**config.mk**
```make
export PLATFORM = sky130hd
export DESIGN_NAME = poly_decompress_stream
export DESIGN_NICKNAME = d
export VERILOG_FILES = /design/src/rtl/poly_decompress_stream.sv
export SDC_FILE = /design/constraint.sdc
export NUM_CORES = 2
export LEC_CHECK = 0
export CORE_AREA = 5 5 407 409
export DETAILED_ROUTE_END_ITERATION = 16
export DIE_AREA = 0 0 412 414
export SYNTH_ARGS = -nofsm -noshare
export SYNTH_HDL_FRONTEND = slang
export SYNTH_SLANG_ARGS = --single-unit
```
**constraint.sdc**
```tcl
create_clock -name clk -period 13.8 [get_ports clk]
set_clock_uncertainty 0.15 [all_clocks]
set_input_delay 2.07 -clock clk [delete_from_list [all_inputs] [get_ports clk]]
set_output_delay 2.07 -clock clk [all_outputs]
set_load 0.02 [all_outputs]
```
**src/rtl/poly_decompress_stream.sv**
```systemverilog
// Streams one polynomial of decompressed coefficients, LANES per beat,
// from a packed source captured at start (message decode or DV-bit decompress).
module poly_decompress_stream #(
    parameter int KYBER_Q = 3329,
    parameter int KYBER_N = 256,
    parameter int LANES   = 2,
    parameter int DV      = 4,
    parameter int LENGTH  = 12
) (
    input  logic                      clk,
    input  logic                      rst_n,
    input  logic                      start,
    input  logic                      mode,
    input  logic [KYBER_N*DV-1:0]     iData,
    output logic                      out_valid,
    input  logic                      out_ready,
    output logic [7:0]                Poly_Ad,
    output logic [LANES*LENGTH-1:0]   Poly_Data,
    output logic                      busy,
    output logic                      Function_Done
);

    localparam int DW = KYBER_N * DV;
    localparam int SW = $clog2(DW);
    // Wide enough that x*Q plus the rounding constant never wraps before the shift.
    localparam int PW = LENGTH + DV + 2;
    localparam logic [7:0] LAST_AD = 8'(KYBER_N - LANES);
    localparam logic [7:0] STEP    = 8'(LANES);

    typedef enum logic [1:0] {
        IDLE,
        SEND,
        DONE
    } state_t;

    state_t                   state;
    state_t                   state_next;
    logic [DW-1:0]            data_q;
    logic                     mode_q;
    logic [7:0]               index_q;
    logic                     last_beat;
    wire  [LANES*LENGTH-1:0]  lane_data;

    assign last_beat = (index_q == LAST_AD);

    // State register; reset abandons any polynomial in flight.
    always_ff @(posedge clk) begin
        if (!rst_n) begin
            state <= IDLE;
        end else begin
            state <= state_next;
        end
    end

    // Next-state logic: start only matters in IDLE, last handshake ends the stream.
    always_comb begin
        state_next = state;
        case (state)
            IDLE: if (start) state_next = SEND;
            SEND: if (out_ready && last_beat) state_next = DONE;
            DONE: state_next = IDLE;
            default: state_next = IDLE;
        endcase
    end

    // Capture the source on an accepted start and advance the beat index on each handshake.
    always_ff @(posedge clk) begin
        if (!rst_n) begin
            data_q  <= '0;
            mode_q  <= 1'b0;
            index_q <= '0;
        end else begin
            case (state)
                IDLE: begin
                    if (start) begin
                        data_q  <= iData;
                        mode_q  <= mode;
                        index_q <= '0;
                    end
                end
                SEND: begin
                    if (out_ready) begin
                        index_q <= last_beat ? 8'd0 : index_q + STEP;
                    end
                end
                default: index_q <= '0;
            endcase
        end
    end

    for (genvar i = 0; i < LANES; i++) begin : g_lane
        logic [7:0]        coef_idx;
        logic [SW-1:0]     dec_pos;
        logic [SW-1:0]     msg_pos;
        logic [PW-1:0]     dec_round;
        logic [PW-1:0]     msg_round;
        logic [LENGTH-1:0] coef;

        // Per-lane coefficient: pick the source field, scale by Q, round, then shift by d.
        always_comb begin
            coef_idx  = index_q + 8'(i);
            dec_pos   = SW'(coef_idx) * SW'(DV);
            msg_pos   = SW'(coef_idx);
            dec_round = PW'(data_q[dec_pos +: DV]) * PW'(KYBER_Q) + (PW'(1) << (DV - 1));
            msg_round = (data_q[msg_pos] ? PW'(KYBER_Q) : PW'(0)) + PW'(1);
            if (mode_q) begin
                coef = LENGTH'(dec_round >> DV);
            end else begin
                coef = LENGTH'(msg_round >> 1);
            end
        end

        assign lane_data[i*LENGTH +: LENGTH] = coef;
    end

    // Outputs are zero outside SEND so reset and DONE present a clean bus.
    always_comb begin
        out_valid     = 1'b0;
        busy          = 1'b0;
        Function_Done = 1'b0;
        Poly_Ad       = '0;
        Poly_Data     = '0;
        case (state)
            SEND: begin
                out_valid = 1'b1;
                busy      = 1'b1;
                Poly_Ad   = index_q;
                Poly_Data = lane_data;
            end
            DONE: Function_Done = 1'b1;
            default: ;
        endcase
    end

endmodule

```
== Yosys cells after proc, flatten, opt, wreduce, memory -nomap -nowiden ==
Cells that the tools add are included.

* Register bits after elaboration: 1,035
* Logic and storage cells: 46
* Input port bits: 1,029

* Muxes and demuxes: 19
* Order comparisons: 2
* Reduce and logical (&&, ||, !) cells: 5
* Shifts and indexed selects: 2
* Add/subtract/negate cells: 6
* $mul: 2
* Equal/unequal tests: 6

{| class="wikitable"
|+ Operators with widths
! operator !! count
|-
| indexed part select 1024 x 11 -> 4 bit || 2
|-
| 2-to-1 mux 12 bit || 4
|-
| adder 16 x 4 -> 16 bit, second input constant || 2
|-
| multiplier 4 x 12 -> 16 bit, second input constant || 2
|-
| 2-to-1 mux 8 bit || 4
|-
| adder 12 x 1 -> 13 bit, second input constant || 2
|-
| 2-to-1 mux 24 bit || 1
|-
| < comparator 8 x 11 -> 1 bit, second input constant || 2
|-
| binary-select mux 1 bit (select 8 bit) || 2
|-
| case mux 8 bit (2 select lines) || 1
|-
| adder 8 x 1 -> 8 bit, second input constant || 1
|-
| adder 8 x 2 -> 8 bit, second input constant || 1
|-
| equality test 8 bit, second input constant || 1
|-
| != test 2 bit, second input constant || 3
|-
| AND reduction 2 bit || 3
|-
| 2-to-1 mux 1 bit || 4
|-
| 2-to-1 mux 2 bit || 2
|-
| case mux 2 bit (2 select lines) || 1
|-
| equality test 2 x 1 -> 1 bit, second input constant || 1
|-
| equality test 2 bit, second input constant || 1
|-
| zero test 2 bit || 1
|-
| logical AND 1 bit || 1
|}

== Depth between registers and ports, before layout ==
* Depth after elaboration: 7
* Gate-level depth with buffers: 20

== Worst setup path before layout ==
OpenSTA, ideal clock, no wires.

* Kind: reg-to-output
* Start point: reg index_q[1]
* End point: out Poly_Data[10]
* Cell stages (with the launch flop): 17
* Setup slack: 7.239 ns
* Arrival: 4.341 ns
* Path through: dfxtp_1 -> buf_6 -> buf_6 -> buf_2 -> mux4_2 -> mux4_2 -> nor2_1 -> o32ai_1 -> a221oi_2 -> inv_2 -> ha_1 -> ha_1 -> ha_1 -> ha_1 -> fa_1 -> xnor2_1 -> a21oi_1

* Longest elaborated chain between the ends: 6
* Elaborated cells between the ends (all ways): 9
* Classes of those cells: 2 x add/sub; 1 x mul; 1 x shift; 5 x mux

{| class="wikitable"
|+ RTL lines
! element !! RTL line !! source
|-
| from (decl) || 40 || <nowiki>logic [7:0] index_q;</nowiki>
|-
| from (signal assigned) || 83 || <nowiki>index_q <= last_beat ? 8'd0 : index_q + STEP;</nowiki>
|-
| branches (longest 4 deep; another with multiplier 4 x 12 -> 16 bit) || n/a ||
|-
| 2-to-1 mux 12 bit (*) || 106 || <nowiki>if (mode_q) begin</nowiki>
|-
| 2-to-1 mux 24 bit (*) || 123 || <nowiki>case (state)</nowiki>
|-
| to (decl) || 18 || <nowiki>output logic [LANES*LENGTH-1:0] Poly_Data,</nowiki>
|}

Every way passes the cells marked *. The select of a mux whose other input is x is not followed.

== Worst setup path after layout ==
* Start point: reg index_q[2]
* End point: out Poly_Data[9]

Same word-level chain as after synthesis.

==> results.py <==
metrics = {
    "clock_tree": {
        "htree_levels": 3,
        "clkSlewWorstSetupHoldPaths_ps": 60,
        "cts.path.max_buffers": 3,
        "cts_resized": 0,
        "cts_buffers": 115,
        "cts_tree": "done",
        "postCtsHoldBufs": 0,
        "postCtsSetupRepairBufs": 0,
        "clock-sinks": 1034,
        "clock_latency_ps": 730,
        "cts_root_buf": "clkbuf_16",
    },
    "placement": {
        "gp_congestion": 0.911,
        "placed_cells": 8144,
        "port_buffers": 1056,
        "dp_hpwl_um": 174000,
        "pre_cts_ws_ps": 4770,
    },
    "floorplan": {
        "core_um2": 162000,
        "rows": 148,
        "start_util": 0.301,
        "die_area_um2": 171000,
        "pin_count": 1064,
        "die_x_um": 412,
        "die_height_um": 414,
    },
    "setup_path": {
        "required_ps": 11580,
        "arrival_ps": 7650,
        "cp_slowest_cell": "dfxtp_4",
        "reg2reg_to": "data_q[723]$_SDFFE_PN0P_",
        "worstSetupStartpointType": "register",
        "cpPeakStageDelay_ps": 970,
        "cp_max_fo": 74,
        "end_kind": "output pin",
        "reg2regPathDepth": 7,
        "crit_chain": "buf_4 > buf_4 > mux4_2 > mux4_2 > nor2_1 > o32ai_1 > a221oi_2 > inv_2 > ha_1 > ha_1 > ha_1 > ha_1 > fa_1 > inv_1 > a21oi_1 > clkdlybuf4s50_1",
        "cpMostUsedCell": "ha_1",
        "cp-startpoint": "index_q[2]$_SDFFE_PN0P_",
        "critPathKind": "reg -> out",
        "r2r_start": "state[0]$_SDFFE_PN0P_",
        "regToRegSetupSlack_ps": 9270,
        "cp-endpoint": "Poly_Data[9]",
    },
    "drt": {
        "avgRoutedWirePerCell_um": 26.7,
        "antenna_left": 0,
        "drt-initial-drc-count": 4152,
        "viasPerCell": 5.14,
        "drc": 0,
        "drt-total-wl_um": 224000,
        "dr.pass1.iters": 5,
        "vias": 43200,
    },
    "power_and_ir_drop": {
        "switchingPower_w": 0.00202,
        "p_leak_nw": 22.8,
        "seq_power_share": 0.443,
        "clkPwrFrac": 0.414,
        "switching_share": 0.269,
        "power_density_nw_per_um2": 116,
        "power_w": 0.00748,
        "combinationalPowerShare": 0.143,
        "p_int_w": 0.00546,
        "ir_drop_v": 0.0000946,
    },
    "sta": {
        "setup_viol": 0,
        "rsz0062_at_grt": "false",
        "fin_crit_sh": 0.716,
        "fmax_mhz": 101,
        "setup_tns_ps": 0,
        "postLayoutSetupSlackWorst_ps": 3930,
        "maxSlewHeadroom": 0.155,
        "min_period_ps": 9870,
        "slew_viol_final": 0,
        "hold_ws_ps": 314,
        "tightest_slew_ps": 1270,
        "finalHoldViolations": 0,
    },
    "logic_synthesis": {
        "netlist_area_um2": 48700,
        "ys_types": 62,
        "synth_top_area_frac": 0.425,
        "synthArstFlopShare": 0,
        "ys.flop_type": "dfxtp_1",
        "synthTopCellsByCount": "nand2_1 (2101), dfxtp_1 (1034), a21boi_0 (1025), clkbuf_1 (372), mux4_2 (359)",
        "synth_seq_cells": 1034,
        "syn_area_per_cell_um2": 9.16,
        "synth_most_common_cell": "nand2_1",
        "netlist_instances": 5322,
        "ys_seq_area_frac": 0.425,
        "synth_area_leaders": "dfxtp_1 (42%), mux4_2 (17%), nand2_1 (16%)",
        "synth_edf_count": 0,
        "ys_warn_count": 0,
        "synth.largest_area_cell": "dfxtp_1",
    },
    "global_routing": {
        "grt_pass1_wl_um": 312000,
        "antenna_found_initial": 106,
        "grt_pass1_vias": 42800,
        "grt_max_degree": 227,
        "grt-ovfl-total": 0,
        "track_usage": 0.252,
    },
    "outcome": {
        "status": "finished clean",
    },
    "cells_and_area": {
        "final_layout_size_suffix_gt1_frac": 0.0995,
        "final_cells": 8407,
        "syn2layout_area_growth_pct": 32.3,
        "final_net_count": 7146,
    },
    "min_path": {
        "min_path_type": "reg -> reg",
        "min-delay-start": "data_q[828]$_SDFFE_PN0P_",
    },
    "run": {
        "maxCapViolCount": 0,
    },
}
-- routing by layer --
| metal | track usage | vias up | share of wire |
|---|---|---|---|
| li1 | - | 19800 | - |
| met1 | 0.307 | 21200 | 0.39 |
| met2 | 0.412 | 1784 | 0.47 |
| met3 | 0.0807 | 402 | 0.097 |
| met4 | 0.102 | 66 | 0.041 |
| met5 | 0 | - | 0.0020 |
-- cells by family after synthesis --
kind of cell / after synthesis / synth area share
AND/OR/NAND/NOR: 2231 / 0.175
AO/OA/AOI/OAI: 1149 / 0.176
flip-flops: 1034 / 0.425
buffers and inverters: 475 / 0.0415
multiplexers: 391 / 0.173
adder cells (fa/ha/maj): 31 / 0.00827
XOR/XNOR: 10 / 0.00180
other: 1 / 0.0000769
-- state kept, by name, indices dropped and copies added, names as in the netlist --
register,flops
mode_q,1
data_q,1024
index_q,7
state,2
-- final cells by class --
class / instances / area [µm²]
Inverter: 14 / 56.3
Timing Repair Buffer: 1102 / 11000
Antenna cell: 50 / 125
Clock buffer: 168 / 3340
Tap cell: 2175 / 2720
Multi-Input combinational cell: 3819 / 26100
Fill cell: 16200 / 97200
Clock inverter: 45 / 452
Sequential cell: 1034 / 20700
-- how the worst min path moves through the flow --
stage	endpoint	slack [ps]	depth (start not counted)
3_5_place_dp	data_q[374]$_SDFFE_PN0P_	310	2
5_1_grt	data_q[921]$_SDFFE_PN0P_	330	2
4_1_cts	data_q[828]$_SDFFE_PN0P_	320	2
6_report	data_q[828]$_SDFFE_PN0P_	310	2
3_3_place_gp	data_q[801]$_SDFFE_PN0P_	300	2
2_1_floorplan	data_q[1008]$_SDFFE_PN0P_	290	2
-- power groups by stage --
stage          sequential, W  combinational, W  clock (W)
2_1_floorplan        0.00330          0.000560          0
3_3_place_gp         0.00338           0.00106          0
3_5_place_dp         0.00338           0.00107          0
4_1_cts              0.00331           0.00107    0.00315
5_1_grt              0.00333           0.00115    0.00327
6_report             0.00331           0.00107    0.00309
-- placed cells by master, fill, tap and decap left out, drive strengths merged, types with 4 or more instances in the layout --
cell type / count
a22o: 6
clkdlybuf4s50: 1055
buf: 47
nand3: 9
a211oi: 4
o221ai: 5
diode: 50
inv: 17
a21boi: 1025
mux2i: 30
nand2: 2101
nor2b: 13
dfxtp: 1034
and3: 6
mux4: 359
conb: 7
o21ai: 16
xor2: 4
ha: 29
a221oi: 7
nand2b: 7
xnor2: 6
nand4: 4
a31oi: 8
and2: 16
nor4: 4
a21oi: 25
nor3: 6
clkbuf: 168
a22oi: 15
clkinv: 35
nor2: 58
o22ai: 11
clkinvlp: 4
-- worst max-delay path: cells and delay by family (launching register included) --
family	cells	cell delay (ps)
flip-flops	1	970
multiplexers	2	940
AND/OR/NAND/NOR	1	120
AO/OA/AOI/OAI	3	890
adder cells (fa/ha/maj)	5	1640
buffers and inverters	5	2270
-- metrics by stage --
stage | instance area [µm²] | utilization
6_report | 64500 | 0.399
5_1_grt | 64400 | 0.399
4_1_cts | 64400 | 0.398
3_5_place_dp | 60600 | 0.375
3_3_place_gp | 60600 | 0.375
2_1_floorplan | 48800 | -
Power figures use the tool's default switching activity.
